$ cat src/rtl/cnn_stage_sequencer.sv
// Layer sequencer: runs conv -> pool -> GAP -> FC with one-cycle registered launch pulses and a per-stage watchdog.
// Stage done is ignored in the launch cycle; start is only honoured in IDLE or ERR and is never queued.
module cnn_stage_sequencer #(
    parameter int STAGE_TIMEOUT = 100000,
    parameter int TO_W          = 17
) (
    input  logic               clk,
    input  logic               rst,
    input  logic               start,
    output logic               conv_start,
    output logic               pool_start,
    output logic               gap_start,
    output logic               fc_start,
    input  logic               conv_done,
    input  logic               pool_done,
    input  logic               gap_done,
    input  logic               fc_done,
    input  logic signed [15:0] fc_score,
    output logic               busy,
    output logic               done,
    output logic               error,
    output logic [3:0]         error_stage,
    output logic [2:0]         debug_state,
    output logic [3:0]         active_stage,
    output logic signed [15:0] final_score,
    output logic               class_out
);

    typedef enum logic [2:0] {
        S_IDLE = 3'd0,
        S_CONV = 3'd1,
        S_POOL = 3'd2,
        S_GAP  = 3'd3,
        S_FC   = 3'd4,
        S_DONE = 3'd5,
        S_ERR  = 3'd6
    } state_t;

    localparam logic [TO_W-1:0] WD_LAST = TO_W'(STAGE_TIMEOUT - 1);

    state_t          state;
    state_t          state_nxt;
    logic [TO_W-1:0] wd_cnt;
    logic            first_cycle;
    logic            stage_done;
    logic            timeout;
    logic            launch;

    // The launch pulse marks the first cycle of a stage, where a leftover done must be rejected.
    assign first_cycle = conv_start | pool_start | gap_start | fc_start;

    always_comb begin
        active_stage = 4'b0000;
        stage_done   = 1'b0;
        case (state)
            S_CONV: begin active_stage = 4'b0001; stage_done = conv_done; end
            S_POOL: begin active_stage = 4'b0010; stage_done = pool_done; end
            S_GAP:  begin active_stage = 4'b0100; stage_done = gap_done;  end
            S_FC:   begin active_stage = 4'b1000; stage_done = fc_done;   end
            default: ;
        endcase
        if (first_cycle) begin
            stage_done = 1'b0;
        end
    end

    assign busy        = |active_stage;
    assign done        = (state == S_DONE);
    assign debug_state = state;
    assign timeout     = busy && !stage_done && (wd_cnt == WD_LAST);
    assign launch      = (state_nxt == S_CONV) && (state != S_CONV);

    always_comb begin
        state_nxt = state;
        case (state)
            S_IDLE, S_ERR: if (start) state_nxt = S_CONV;
            S_CONV: if (stage_done) state_nxt = S_POOL; else if (timeout) state_nxt = S_ERR;
            S_POOL: if (stage_done) state_nxt = S_GAP;  else if (timeout) state_nxt = S_ERR;
            S_GAP:  if (stage_done) state_nxt = S_FC;   else if (timeout) state_nxt = S_ERR;
            S_FC:   if (stage_done) state_nxt = S_DONE; else if (timeout) state_nxt = S_ERR;
            S_DONE: state_nxt = S_IDLE;
            default: state_nxt = S_IDLE;
        endcase
    end

    always_ff @(posedge clk) begin
        if (rst) begin
            state       <= S_IDLE;
            wd_cnt      <= '0;
            conv_start  <= 1'b0;
            pool_start  <= 1'b0;
            gap_start   <= 1'b0;
            fc_start    <= 1'b0;
            error       <= 1'b0;
            error_stage <= 4'b0000;
            final_score <= 16'sd0;
            class_out   <= 1'b0;
        end else begin
            state      <= state_nxt;
            conv_start <= launch;
            pool_start <= (state_nxt == S_POOL) && (state != S_POOL);
            gap_start  <= (state_nxt == S_GAP)  && (state != S_GAP);
            fc_start   <= (state_nxt == S_FC)   && (state != S_FC);

            // Any state change restarts the watchdog, so each stage starts counting from zero.
            if (state_nxt != state) begin
                wd_cnt <= '0;
            end else if (busy) begin
                wd_cnt <= wd_cnt + 1'b1;
            end

            if (timeout) begin
                error       <= 1'b1;
                error_stage <= active_stage;
            end else if (launch) begin
                error       <= 1'b0;
                error_stage <= 4'b0000;
            end

            if ((state == S_FC) && stage_done) begin
                final_score <= fc_score;
                class_out   <= (fc_score > 16'sd0);
            end
        end
    end

endmodule

$ cat config.mk
export PLATFORM = sky130hd
export DESIGN_NAME = cnn_stage_sequencer
export DESIGN_NICKNAME = d
export VERILOG_FILES = /design/src/rtl/cnn_stage_sequencer.sv
export SDC_FILE = /design/constraint.sdc
export NUM_CORES = 1
export LEC_CHECK = 0
export ABC_AREA = 1
export CORE_MARGIN = 8
export CORE_UTILIZATION = 36
export DETAILED_ROUTE_END_ITERATION = 10
export GPL_TIMING_DRIVEN = 0
export PLACE_DENSITY = 0.58
export SLEW_MARGIN = 40
export SYNTH_ARGS = -nofsm -noshare
export SYNTH_HDL_FRONTEND = slang
export SYNTH_SLANG_ARGS = --single-unit
$ cat constraint.sdc
create_clock -name clk -period 3.45 [get_ports clk]
set_clock_uncertainty 0.15 [all_clocks]
set_input_delay 0.69 -clock clk [delete_from_list [all_inputs] [get_ports clk]]
set_output_delay 0.69 -clock clk [all_outputs]
set_load 0.03 [all_outputs]
Yosys cells after proc, flatten, opt, wreduce, memory -nomap -nowiden --
Index checks and enable logic that the tools add are counted. W data, S select, Z words.
Word-level totals: bits of input ports 23, latch bits 0, output and inout bits 35, memory bits (writable) 0, memories 0, bits in read-only memories 0, register bits 46
Operators by class: div/mod/pow operators 0, magnitude comparators 1, $add $sub $neg 1, shifts and indexed selects 0, mux-type cells 14, equal/unequal tests 16, multipliers 0, bitwise gates (word level) 3, reductions and logical operators 13
Operator list (count):
- $mux W3 | 6
- $add A17 B1 Y17 const B | 1
- $eq A17 B17 Y1 const B | 1
- $gt A16 B1 Y1 const B | 1
- $pmux W4 S4 | 1
- $pmux W3 S5 | 1
- $eq A3 B2 Y1 const B | 4
- $eq A3 B3 Y1 const B | 4
- $mux W4 | 2
- $logic_and A1 B1 Y1 | 7
- $eq A3 B1 Y1 const B | 2
- $ne A3 B2 Y1 const B | 2
- $pmux W1 S4 | 1
- $reduce_or A2 Y1 | 2
- $reduce_or A4 Y1 | 1
- $logic_not A3 Y1 | 1
- $mux W1 | 3
- $ne A3 B1 Y1 const B | 1
- $ne A3 B3 Y1 | 1
- $ne A3 B3 Y1 const B | 1
- $or A1 B1 Y1 | 3
- $reduce_bool A2 Y1 | 1
- $logic_not A1 Y1 | 1

Depth between registers and ports, before layout --
Gate-level depths: netlist of the first run.
depth after elaboration 14, mapped depth 14, gate-level depth less buffers 13

Worst setup path before layout of the first run --
OpenSTA, ideal clock, no wires.
path type register -> output, start point reg state[0], in the netlist debug_state[0], end point out done, data arrival time 1.450 ns, stages on the path, launching flop included 3, slack 1.160 ns, required time 2.610 ns, cell sequence dfxtp_1 -> inv_2 -> nor3_1
Between the ends: word-level cells in the longest chain between the ends 1
RTL lines:
- from (decl) | RTL line 41 | state_t state;
- from (signal assigned) | RTL line 99 | state <= state_nxt;
- $eq A3 B3 Y1 | RTL line 68 | assign done = (state == S_DONE);
- to (decl) | RTL line 20 | output logic done,
No other way between the ends.

Worst setup path after layout of the first run --
start point reg state[2], in the netlist debug_state[2], end point out busy
Between the ends: word-level cells in the longest chain between the ends 3, elaborated cells between the ends (all ways) 6, those cells by class eq/ne: 4; mux: 1; reduce/logical: 1
RTL lines:
- $eq A3 B3 Y1 (tied with other cells) | RTL line 55 | case (state)
- $pmux W4 S4 (*) | RTL line 55
- $reduce_or A4 Y1 (*) | RTL line 67 | assign busy = |active_stage;
- to (decl) | RTL line 19 | output logic busy,
Every way passes the cells marked *; elsewhere a longest branch is shown, timed or not.

==> flow_summary_export.csv, run 1 <==
group,metric,value,unit
clocking,ctsResizeCount,0,
clocking,cts.clk_slew.worst_paths,90,ps
route,viasPerCell,4.64,
route,dr.pass1.iters,5,
clocking,root_buffer,"clkbuf_8",
timing,fin_crit,3080,ps
floorplan,initial_core_util,0.369,
place,gp_congestion,0.779,
clocking,hold_buffers,0,
clocking,clock_tree.buffer_depth,2,
power,vdd_ir_drop_max,0.275,mV
global_routing,grt_pass1_wl,10000,um
floorplan,die_h,96.4,um
route,ant_nets,0,
clocking,clk_latency,290,ps
setup_path,cpMaxStageDelayCell,"clkdlybuf4s50_1",
flow_run,drv_cap,0,
global_routing,grt_max_degree,15,
power,p_leak,1.20,nW
place,dpl.hpwl,4500,um
cells_and_area,fill_cells,674,
timing,fin_tns_setup,0,ps
global_routing,first_global_vias,2159,
timing,finalHoldViolations,0,
logic_synthesis,ys_ff_latch,46,
cells_and_area,layout.area.seq,921,um2
setup_path,path_cells,"inv_2, nand2_1, nand3_2, nand2_4, buf_2, clkdlybuf4s50_1",
cells_and_area,multi_input_area,0.00123,mm2
clocking,cts_inserted_buffers,5,
setup_path,critPathLaunchType,"flip-flop",
global_routing,grt_overflow,0,
logic_synthesis,synth_edf_count,0,
setup_path,crit_type,"flip-flop to output pin",
logic_synthesis,synth_top_cells_by_count,"62 x nor2_1, 47 x nand2_1, 46 x dfxtp_1",
logic_synthesis,synth_area_leader_cell,"dfxtp_1",
logic_synthesis,syn_inst,317,
power,finalPower,1.25,mW
logic_synthesis,ys.flop_type,"dfxtp_1",
route,drt_iter0_markers,68,
cells_and_area,drive_gt1_frac,0.118,
logic_synthesis,synth_cell_types,33,
floorplan,dieArea,0.00929,mm2
route,drc,0,
setup_path,cp.arrival,2240,ps
cells_and_area,num-nets-final,405,
global_routing,grt_usage,0.134,
timing,relSlewSlack,0.676,
timing,rsz0062_at_grt,"false",
setup_path,crit_path_end_kind,"output pin",
floorplan,coreArea,0.00631,mm2
outcome,status,"finished, final reports clean",
setup_path,slowest_delay,710,ps
logic_synthesis,syn-cell-area,0.00233,mm2
setup_path,worstPathMaxFanout,10,
logic_synthesis,syn-num-nets,341,
place,numPortBuffers,57,
floorplan,ioPinCount,58,
timing,maxSlewViolCount,0,
setup_path,crit_required,2610,ps
timing,finalSetupViolations,0,
route,routedWlPerCell,12.7,um
clocking,post_cts_buffers,0,
clocking,htree_levels,2,
cells_and_area,area_growth,33.4,%
clocking,tritoncts,"built",
route,totalWireLength,5830,um
logic_synthesis,seq_area_frac_synth,0.396,
timing,fmax,325,MHz
logic_synthesis,yosysWarnings,0,
logic_synthesis,syn_avg_cell_area,7.34,um2
power,power_density,403,mW/mm2
logic_synthesis,async_reset_ff_frac,0,
timing,min_period_over_period,0.892,
clocking,clock_sinks,46,
route,vias,2129,
logic_synthesis,netlist.area_leader.share,0.396,
floorplan,dieWidth,96.4,um
logic_synthesis,ys_top_cells_by_area,"dfxtp_1 40%, nor2_1 10%, nand2_1 7.6%",
logic_synthesis,yosysMostFrequentCell,"nor2_1",
global_routing,antenna_found_initial,0,
floorplan,fp-row-count,29,
timing,worst_slew_pin_slew,486,ps
worst_hold_path,hold_class,"flip-flop to flip-flop",
cells_and_area,diodes,0,
-- kinds of logic after synthesis --
group                    Yosys count  share of synthesized area
AO/OA/AOI/OAI                     33                     0.0833
XOR/XNOR                          15                     0.0565
adder cells (fa/ha/maj)            1                    0.00538
buffers and inverters             43                     0.0774
flip-flops                        46                      0.396
multiplexers                       1                    0.00430
AND/OR/NAND/NOR                  178                      0.377
-- cell usage in the layout, fill, tap and decap left out, types with 2 or more instances in the layout --
| cell type | count |
|---|---|
| nand3_4 | 2 |
| nand2_2 | 6 |
| xor2_1 | 12 |
| nor3_1 | 13 |
| clkbuf_8 | 5 |
| nor2_4 | 2 |
| nand2_1 | 47 |
| nor2_1 | 62 |
| nor3_2 | 10 |
| inv_1 | 29 |
| nand3_1 | 24 |
| xnor2_1 | 3 |
| dfxtp_1 | 46 |
| nand4_1 | 3 |
| buf_2 | 3 |
| inv_2 | 6 |
| nand3_2 | 2 |
| nor4_1 | 3 |
| clkbuf_1 | 3 |
| buf_6 | 2 |
| o21ai_0 | 15 |
| a21oi_1 | 13 |
| clkdlybuf4s50_1 | 57 |
-- worst max-delay path, delay by kind of cell (launching register included) --
family	cells	cell delay (ps)
buffers and inverters	3	1070
flip-flops	1	510
AND/OR/NAND/NOR	3	350
-- per-stage QoR --
step / util / area [um2] / hold WS (ps) / std cells / worst slack [ps]
2_1_floorplan: - / 2330 / 385 / 317 / 1160
3_3_place_gp: 0.474 / 2990 / 298 / 451 / 694
3_5_place_dp: 0.474 / 2990 / 306 / 451 / 692
4_1_cts: 0.492 / 3100 / 318 / 459 / 355
5_1_grt: 0.492 / 3100 / 342 / 459 / 227
6_report: 0.492 / 3100 / 314 / 459 / 372
-- final timing paths --
kind	start	endpoint	slack [ps]	depth (start not counted)
worst max-delay path	debug_state[2]	busy	370	6
worst min-delay path	error_stage[2]	error_stage[2]	310	2
worst max register to register	debug_state[2]	wd_cnt[11]	1310	10
worst min register to register	error_stage[2]	error_stage[2]	310	2
-- layout make-up --
type,count,share of cell area
Buffer,8,0.0157
Clock buffer,6,0.0234
Clock inverter,2,0.0121
Inverter,35,0.0423
Multi-Input combinational cell,228,0.395
Sequential cell,46,0.297
Tap cell,77,0.0310
Timing Repair Buffer,57,0.184
-- where the power goes --
part | internal [mW] | total [mW] | switching, mW
registers | 0.542 | 0.554 | 0.0118
logic | 0.109 | 0.296 | 0.187
clock network | 0.216 | 0.403 | 0.186
total | 0.868 | 1.25 | 0.385
-- registers in the layout (all words and copies together), names as in the netlist --
signal	cells
class_out	1
conv_start	1
debug_state	3
error	1
error_stage	4
fc_start	1
final_score	16
gap_start	1
pool_start	1
wd_cnt	17
-- per-layer routing --
| layer | track usage | wire length [um] | vias to the layer above |
|---|---|---|---|
| li1 | - | - | 1149 |
| met1 | 0.178 | 2970 | 926 |
| met2 | 0.196 | 2320 | 49 |
| met3 | 0.0580 | 497 | 5 |
| met4 | 0.0265 | 40 | 0 |
| met5 | 0 | 0 | - |
Note: power is estimated with default switching activity, not from simulation.
==> run 2: changes to the inputs <==
--- a/config.mk
+++ b/config.mk
@@ -5,12 +5,12 @@
 export SDC_FILE = /design/constraint.sdc
 export NUM_CORES = 1
 export LEC_CHECK = 0
-export ABC_AREA = 1
 export CORE_MARGIN = 8
 export CORE_UTILIZATION = 36
 export DETAILED_ROUTE_END_ITERATION = 10
+export GPL_ROUTABILITY_DRIVEN = 0
 export GPL_TIMING_DRIVEN = 0
-export PLACE_DENSITY = 0.58
+export PLACE_DENSITY = 0.59
 export SLEW_MARGIN = 40
 export SYNTH_ARGS = -nofsm -noshare
 export SYNTH_HDL_FRONTEND = slang
==> run 2 against run 1 <==
Net effect:
- sequential power is 3% lower
- via count is 12% lower
- routed wire length is 9.2% lower
- count of clock-buffer cells in the layout stayed put
- clock power is 1% lower
- largest cell class unchanged
==> flow_summary_export.csv, run 2 <==
group,metric,value,unit
clocking,clk_latency,300,ps
floorplan,dieArea,0.00854,mm2
clocking,tritoncts,"built",
cells_and_area,layout_common_cells,"56 x clkdlybuf4s50_1, 47 x nor2_1, 46 x dfxtp_1, 17 x mux2i_1",
route,drt_iter0_markers,70,
cells_and_area,drive_gt1_frac,0.0660,
route,vias,1869,
setup_path,critPathMostFrequentCell,"clkbuf_1",
timing,finalSetupViolations,0,
clocking,htree_levels,2,
floorplan,fp-row-count,28,
cells_and_area,num-nets-final,326,
cells_and_area,layout.area.seq,921,um2
power,internal_power,0.802,mW
floorplan,die_h,92.4,um
floorplan,ioPinCount,58,
route,drc,0,
global_routing,first_global_vias,1772,
cells_and_area,layout_commonest_cell,"clkdlybuf4s50_1",
timing,worst_slew_pin_slew,584,ps
route,ant_nets,0,
outcome,status,"finished, final reports clean",
cells_and_area,area_growth,36.7,%
power,power_frac_seq,0.514,
logic_synthesis,synth_area_leader_cell,"dfxtp_1",
floorplan,dieWidth,92.4,um
global_routing,grt_max_degree,15,
place,dpl.hpwl,4130,um
logic_synthesis,synth_mux_area_frac,0.0810,
setup_path,critPathTopFamily,"buffers and inverters",
cells_and_area,stdcell_count,378,
logic_synthesis,yosysMostFrequentCell,"nor2_1",
power,vdd_ir_drop_max,0.229,mV
setup_path,path_cells,"clkbuf_1, clkbuf_1, and2_1, clkdlybuf4s50_1",
power,p_comb_frac,0.108,
floorplan,coreArea,0.00578,mm2
power,finalPower,1.05,mW
logic_synthesis,ys_ff_latch,46,
cells_and_area,largest_reg_flops,17,
power,switchingPower,0.245,mW
flow_run,drv_cap,0,
logic_synthesis,netlist.area_leader.share,0.438,
logic_synthesis,synth_top_family_by_area,"simple AND/OR/NAND/NOR gates",
logic_synthesis,yosysWarnings,0,
cells_and_area,multi_input_area,0.00112,mm2
route,dr.pass1.iters,4,
clocking,clock_sinks,46,
cells_and_area,top_register,"wd_cnt",
global_routing,grt_usage,0.122,
clocking,post_cts_buffers,0,
cells_and_area,fill_cells,569,
global_routing,antenna_found_initial,0,
setup_path,cp.buffers_inverters,3,
setup_path,worstPathMaxFanout,10,
timing,maxSlewViolCount,0,
clocking,root_buffer,"clkbuf_8",
power,p_leak,1.12,nW
power,power_density,365,mW/mm2
route,viasPerCell,4.94,
logic_synthesis,seq_area_frac_synth,0.438,
logic_synthesis,synth_top_cells_by_count,"47 x nor2_1, 46 x dfxtp_1, 17 x mux2i_1",
logic_synthesis,async_reset_ff_frac,0,
logic_synthesis,yosys.area_share.simple,0.277,
logic_synthesis,syn-cell-area,0.00210,mm2
logic_synthesis,syn_inst,239,
logic_synthesis,syn_avg_cell_area,8.80,um2
logic_synthesis,synthXorXnorAreaFrac,0.0708,
setup_path,critPathLaunchType,"flip-flop",
clocking,ctsResizeCount,0,
setup_path,crit_path_end_kind,"output pin",
logic_synthesis,synth_edf_count,0,
power,switching_share,0.234,
clocking,clock_tree.buffer_depth,2,
timing,fmax,309,MHz
timing,rsz0062_at_grt,"false",
timing,min_period_over_period,0.938,
place,pre_cts_ws,591,ps
global_routing,grt_pass1_wl,8530,um
timing,relSlewSlack,0.608,
route,routedWlPerCell,14.0,um
logic_synthesis,synthAdderAreaFrac,0.00595,
timing,fin_hold_ws,319,ps
cells_and_area,diodes,0,
timing,fin_ws,212,ps
clocking,cts_inserted_buffers,5,
cells_and_area,largestRegisters,"wd_cnt x17, final_score x16, error_stage x4",
worst_hold_path,hold_class,"flip-flop to flip-flop",
setup_path,crit_type,"flip-flop to output pin",
timing,fin_tns_setup,0,ps
setup_path,slowest_delay,690,ps
timing,finalHoldViolations,0,
clocking,hold_buffers,0,
place,place_inst,370,
place,numPortBuffers,56,
power,power_frac_clock,0.379,
setup_path,cp.arrival,2400,ps
floorplan,initial_core_util,0.364,
global_routing,grt_overflow,0,
setup_path,cpMaxStageDelayCell,"clkdlybuf4s50_1",
logic_synthesis,synth_cell_types,46,
logic_synthesis,ys.flop_type,"dfxtp_1",
timing,fin_crit,3240,ps
logic_synthesis,syn-num-nets,263,
route,totalWireLength,5290,um
setup_path,crit_required,2610,ps
clocking,cts.clk_slew.worst_paths,80,ps
cells_and_area,final_cell_area,0.00287,mm2
logic_synthesis,ys_top_cells_by_area,"dfxtp_1 44%, nor2_1 8.4%, mux2i_1 8.1%",
cells_and_area,fin_util,0.497,
place,dpl_cell_area,0.00276,mm2
logic_synthesis,synth-compound-area-share,0.0964,
==> run 2: cell families after synthesis <==
family / count (synthesis)
compound gates: 30
xor+xnor: 17
fa+ha+maj: 1
flops: 46
simple gates: 114
buf+inv: 14
mux: 17
==> run 2: area by class of cell <==
class	instances	area share
clock buffer	6	0.0253
buffer	12	0.0200
tap	75	0.0327
inverter	2	0.00261
clock inverter	2	0.0131
multi-input combinational	179	0.391
sequential	46	0.321
timing repair buffer	56	0.195
==> run 2: worst paths after layout <==
kind                                      from              end  slack, ps  cells after the start
worst max-delay path            debug_state[1]  active_stage[2]        210                      4
worst min-delay path            error_stage[2]   error_stage[2]        320                      2
worst max register to register  debug_state[2]   debug_state[0]        870                      7
worst min register to register  error_stage[2]   error_stage[2]        320                      2
==> run 2: routing by layer <==
| layer | wire [um] | vias up | track usage |
|---|---|---|---|
| li1 | - | 963 | - |
| met1 | 2440 | 861 | 0.150 |
| met2 | 2490 | 37 | 0.199 |
| met3 | 300 | 8 | 0.0372 |
| met4 | 58 | 0 | 0.0403 |
| met5 | 0 | - | 0 |
==> run 2: power by group through the flow <==
| stage | sequential [mW] | clock (mW) | combinational [mW] |
|---|---|---|---|
| 2_1_floorplan | 0.554 | 0 | 0.0563 |
| 6_report | 0.538 | 0.397 | 0.113 |
| 3_3_place_gp | 0.550 | 0 | 0.113 |
| 5_1_grt | 0.539 | 0.424 | 0.123 |
| 4_1_cts | 0.538 | 0.408 | 0.113 |
| 3_5_place_dp | 0.550 | 0 | 0.112 |
==> run 2: worst min-delay path: stages (launching register included) <==
cell	delay, ps
dfxtp_1	320
nand3_1	60
a21oi_1	50
==> RTL edit 1: new RTL, settings of run 2 <==
Reset style: asynchronous (`rst`), changed in one clocked block.
--- a/src/rtl/cnn_stage_sequencer.sv
+++ b/src/rtl/cnn_stage_sequencer.sv
@@ -83,7 +83,7 @@
         endcase
     end
 
-    always_ff @(posedge clk) begin
+    always_ff @(posedge clk or posedge rst) begin
         if (rst) begin
             state       <= S_IDLE;
             wd_cnt      <= '0;
Behaviour: differs if rst is asserted again (counterexample within 4 cycles, from zero or initial values and one cycle with rst high); with rst held inactive, the same outputs for 10 cycles.
==> RTL edit 1 against run 2 <==
Area after synthesis up 3.5%; register-to-register slack worse by 0.09 ns; sequential cell count unchanged; worst setup slack improved by 0.086 ns; wire length down 3.5%; cell area is 3.3% higher; largest cell class is now sequential cells; final cell count shrank 9.8%; highest routed layer unchanged.
Power is not compared: it rests on default switching activity, and its combinational part moved more than twofold at a synthesized area within 25%.
==> RTL edit 1: results (changes against run 2) <==
* Reg2Reg Depth at 8 (+1)
* Fmax achieved at 317 MHz (+2.7%)
* Vias in the first global route at 1,763 (-0.51%)
* M3 GR Usage at 4.24% (+0.51 points)
* Synth Instances at 200 (-16%)
* GR Util met1 at 16.1% (+1.1 points)
* CTS Root Cell: clkbuf_8
* Routed length per placed instance at 15.0 µm (+7.0%)
* End of the critical path: busy
* H-Tree Depth at 2 (unchanged)
* Met1 WL at 2.32 mm (-5.0%)
* Asr flop ratio synth at 100% (+100 points)
* Vias after detailed routing at 1,677 (-10%)
* Detail Placement HPWL at 3.87 mm (-6.5%)
* CP arrival at 2.31 ns (-0.09 ns)
* Setup repair bufs after CTS at 0 (unchanged)
* Gr usage total at 12.3% (+0.13 points)
* IO buf count at 57 (+1.8%)
* First-pass GRT wire length at 8.72 mm (+2.3%)
* Initial antenna violation count at 0 (unchanged)
* Switching Power at 0.000988 W
* P_seq at between 0.0007 and 0.0008 W
* Synth Net Count at 224 (-15%)
* DR iter-0 viols at 92 (+31%)
* Worst-margin pin slew at 0.618 ns (+0.0337 ns)
* Hold_buf cts at 0 (unchanged)
* Outcome: finished clean
* CTS Buf Count at 5 (unchanged)
* Worst hold start: error$_DFFE_PP0P_
* Grt met2 use at 18.4% (-1.5 points)
* Worst reg2reg path endpoint: final_score[1]$_DFFE_PP0P_
* Seq/Total Area, Yosys at 52.9% (+9.1 points)
* Share of post-route cells with drive strength above 1 at 9.40% (+2.8 points)
* Min-Delay Endpoint: error$_DFFE_PP0P_
* Commonest cells in the netlist: dfrtp_1, nor2_1, nand3_1, nand2_1, mux2_1
* Total number of yosys warnings at 0 (unchanged)
* Post-DP Area at 2860 µm² (+3.6%)
* Fin Hold WS at 0.338 ns (+0.0185 ns)
* TritonRoute pass-1 iters at 4 (unchanged)
* WL met2 at 2.39 mm (-4.0%)
* Synth area leaders: dfrtp_1, mux2_1, mux2_2
* FF-to-FF Start: debug_state[0]$_DFF_PP0_
* Pre-CTS setup slack at 0.373 ns (-0.218 ns)
* CP peak stage delay at 0.74 ns (+0.05 ns)
* DR WL met3 at 334 µm (+11%)
* Largest net degree at the start of global routing at 37 (+22)
* Final nets at 289 (-11%)
* Placed Cells at 333 (-10%)
* Worst R2R Setup Slack at 0.78 ns (-0.09 ns)
* Total routed wirelength at 5.11 mm (-3.5%)
* Distinct cells, synth at 40 (-13%)
## RTL edit 1: cell count changes after synthesis, sizes merged, moves of 5 or more
cell    change
inv         +6
dfxtp      -46
o211ai      +5
dfrtp      +46
a21oi      -11
mux2       +17
mux2i      -17
nor2       -24
## RTL edit 1: cell type report
type | count | area (µm²)
Buffer | 7 | 37.5
Clock buffer | 7 | 76.3
Clock inverter | 1 | 30.0
Fill cell | 538 | 2920
Inverter | 8 | 32.5
Multi-Input combinational cell | 139 | 956
Sequential cell | 46 | 1150
Tap cell | 75 | 93.8
Timing Repair Buffer | 58 | 591
## RTL edit 1: cells by family after synthesis
logic type / share of synthesized area, %
simple gates: 21.3
flops: 52.9
compound gates: 7.60
fa+ha+maj: 0.575
buf+inv: 3.11
mux: 8.80
xor+xnor: 5.64
==> RTL edit 2: new RTL, settings of run 2 <==
Made on the original files. Change the parameter `TO_W` from 17 to 15.
--- a/src/rtl/cnn_stage_sequencer.sv
+++ b/src/rtl/cnn_stage_sequencer.sv
@@ -2,7 +2,7 @@
 // Stage done is ignored in the launch cycle; start is only honoured in IDLE or ERR and is never queued.
 module cnn_stage_sequencer #(
     parameter int STAGE_TIMEOUT = 100000,
-    parameter int TO_W          = 17
+    parameter int TO_W          = 15
 ) (
     input  logic               clk,
     input  logic               rst,
Function: no difference found for any inputs over 10 cycles, from zero or initial values and one cycle with rst high; that may be too few to reach the edited logic, so the function may still have changed.
==> RTL edit 2 against run 2 <==
Sequential cell count is 2 lower; area after synthesis decreased by 1.2%; via count increased by 4.0%; clock power grew 6.3%; combinational power up 6%; maximum frequency up 2.0%; total power increased by 1.1%; cell area is 0.52% lower; worst setup slack improved by 0.065 ns; sequential power shrank 3.9%; wire length is 4.6% higher; critical path type unchanged; largest cell class unchanged.
==> RTL edit 2: results (changes against run 2) <==
* Outcome: finished clean
* Reg2Reg Depth at 7 (unchanged)
* Post-DP Area at 2740 µm² (-0.95%)
* Seq/Total Area, Yosys at 42.4% (-1.4 points)
* DR iter-0 viols at 104 (+49%)
* Adder-cell share of the synthesized area at 0.603% (+0.0075 points)
* Commonest cells in the netlist: dfxtp_1, nand2_1, nor2_1, a21oi_1, nand4_1
* CTS Buf Count at 5 (unchanged)
* Share of post-route cells with drive strength above 1 at 5.97% (-0.63 points)
* Asr flop ratio synth at 0% (unchanged)
* Reg clk slew, reported paths at 0.09 ns
* Synth area leaders: dfxtp_1, nand2_1, a21oi_1
* Detail Placement HPWL at 4.21 mm (+1.7%)
* Distinct cells, synth at 42 (-8.7%)
* Placed Cells at 382 (+3.2%)
* Routed length per placed instance at 14.2 µm (+1.4%)
* Via/cell ratio at 4.98 (+0.81%)
* IO buf count at 57 (+1.8%)
* Post-synthesis mux area share at 2.95% (-5.1 points)
* Setup repair bufs after CTS at 0 (unchanged)
* Avg Cell Area, Syn at 8.20 µm² (-6.7%)
* Largest net degree at the start of global routing at 15 (unchanged)
* Vias after detailed routing at 1,944 (+4.0%)
* Critical Path Slowest Stage Cell: clkdlybuf4s50_1
* CP peak stage delay at 0.76 ns (+0.07 ns)
* Filler Cell Count at 555 (-2.5%)
* Synth Net Count at 277 (+5.3%)
* H-Tree Depth at 2 (unchanged)
* Final nets at 341 (+4.6%)
* Top FF cell, synth: dfxtp_1
* Synth Area in XOR/XNOR at 5.91% (-1.2 points)
* Gr usage total at 13.2% (+1.0 points)
* Complex-gate fraction of the synthesized area at 12.4% (+2.7 points)
* CTS Root Cell: clkbuf_8
* Worst-margin pin slew at 0.566 ns (-0.0178 ns)
* First-pass GRT wire length at 9.30 mm (+9.1%)
* Top Registers: final_score: 16 flops, wd_cnt: 15 flops, error_stage: 4 flops
* Leakage power total at 0.983 nW (-12%)
* Peak supply drop at 0.000203 V (-11%)
RTL edit 2: cell types whose count changed after synthesis, moves of 8 or more:
cell     change
nor2_1      -17
nand4_1      +8
nand3_1      -9
a21oi_1     +11
nand2_1     +28
mux2i_1     -12
RTL edit 2: cell families (layout without fill, tap and decap cells):
group,Yosys count,count (layout)
and+or+nand+nor,130,130
DFF,44,44
AOI/OAI and AO/OA,40,40
buffers and inverters,18,83
xor gates and xnor gates,14,14
muxes,6,6
adders and majority gates,1,1
RTL edit 2: layout make-up:
class | instances | area, µm² | area share (%)
buffer | 13 | 63.8 | 2.23
clock buffer | 6 | 82.6 | 2.89
clock inverter | 2 | 38.8 | 1.36
inverter | 5 | 18.8 | 0.657
multi-input combinational | 191 | 1110 | 38.9
sequential | 44 | 881 | 30.8
tap | 72 | 90.1 | 3.15
timing repair buffer | 57 | 571 | 20.0
RTL edit 2: final timing paths:
check,startpoint,to,slack (ns)
max,debug_state[0]$_SDFF_PP0_,active_stage[0],0.28
max reg2reg,wd_cnt[0]$_SDFFE_PP0N_,wd_cnt[10]$_SDFFE_PP0N_,1.11
min reg2reg,final_score[11]$_SDFFE_PP0P_,final_score[11]$_SDFFE_PP0P_,0.30
min,final_score[11]$_SDFFE_PP0P_,final_score[11]$_SDFFE_PP0P_,0.30
RTL edit 2: where the power goes:
| part | switching (W) | internal (W) | total [W] | leakage [nW] |
|---|---|---|---|---|
| registers | 0.00000565 | 0.000511 | 0.000517 | 0.355 |
| clock network | 0.000185 | 0.000237 | 0.000422 | 0.0614 |
| logic | 0.0000650 | 0.0000552 | 0.000120 | 0.567 |
RTL edit 2: worst reg2reg max path, stage by stage, from the launching register on:
cell and delay, ns:
dfxtp_1 0.41, ha_1 0.21, and3_1 0.16, nand4_1 0.28, or3_4 0.50, o211ai_4 0.28
buf_6 0.19, nor2_1 0.06
RTL edit 2: through the flow:
stage / worst slack, ns / utilization, % / total power, W
2_1_floorplan: 0.921 / - / 0.000593
3_3_place_gp: 0.466 / 49.4 / 0.000649
3_5_place_dp: 0.521 / 49.4 / 0.000648
4_1_cts: 0.276 / 51.6 / 0.00107
5_1_grt: 0.147 / 51.6 / 0.00111
6_report: 0.277 / 51.6 / 0.00106
RTL edit 2: routing by layer:
layer	vias up	share of wire [%]	global-route usage (%)
li1	1003	-	-
met1	885	50	17.5
met2	50	42	20.0
met3	6	6.9	4.40
met4	0	0.90	3.62
met5	-	0	0
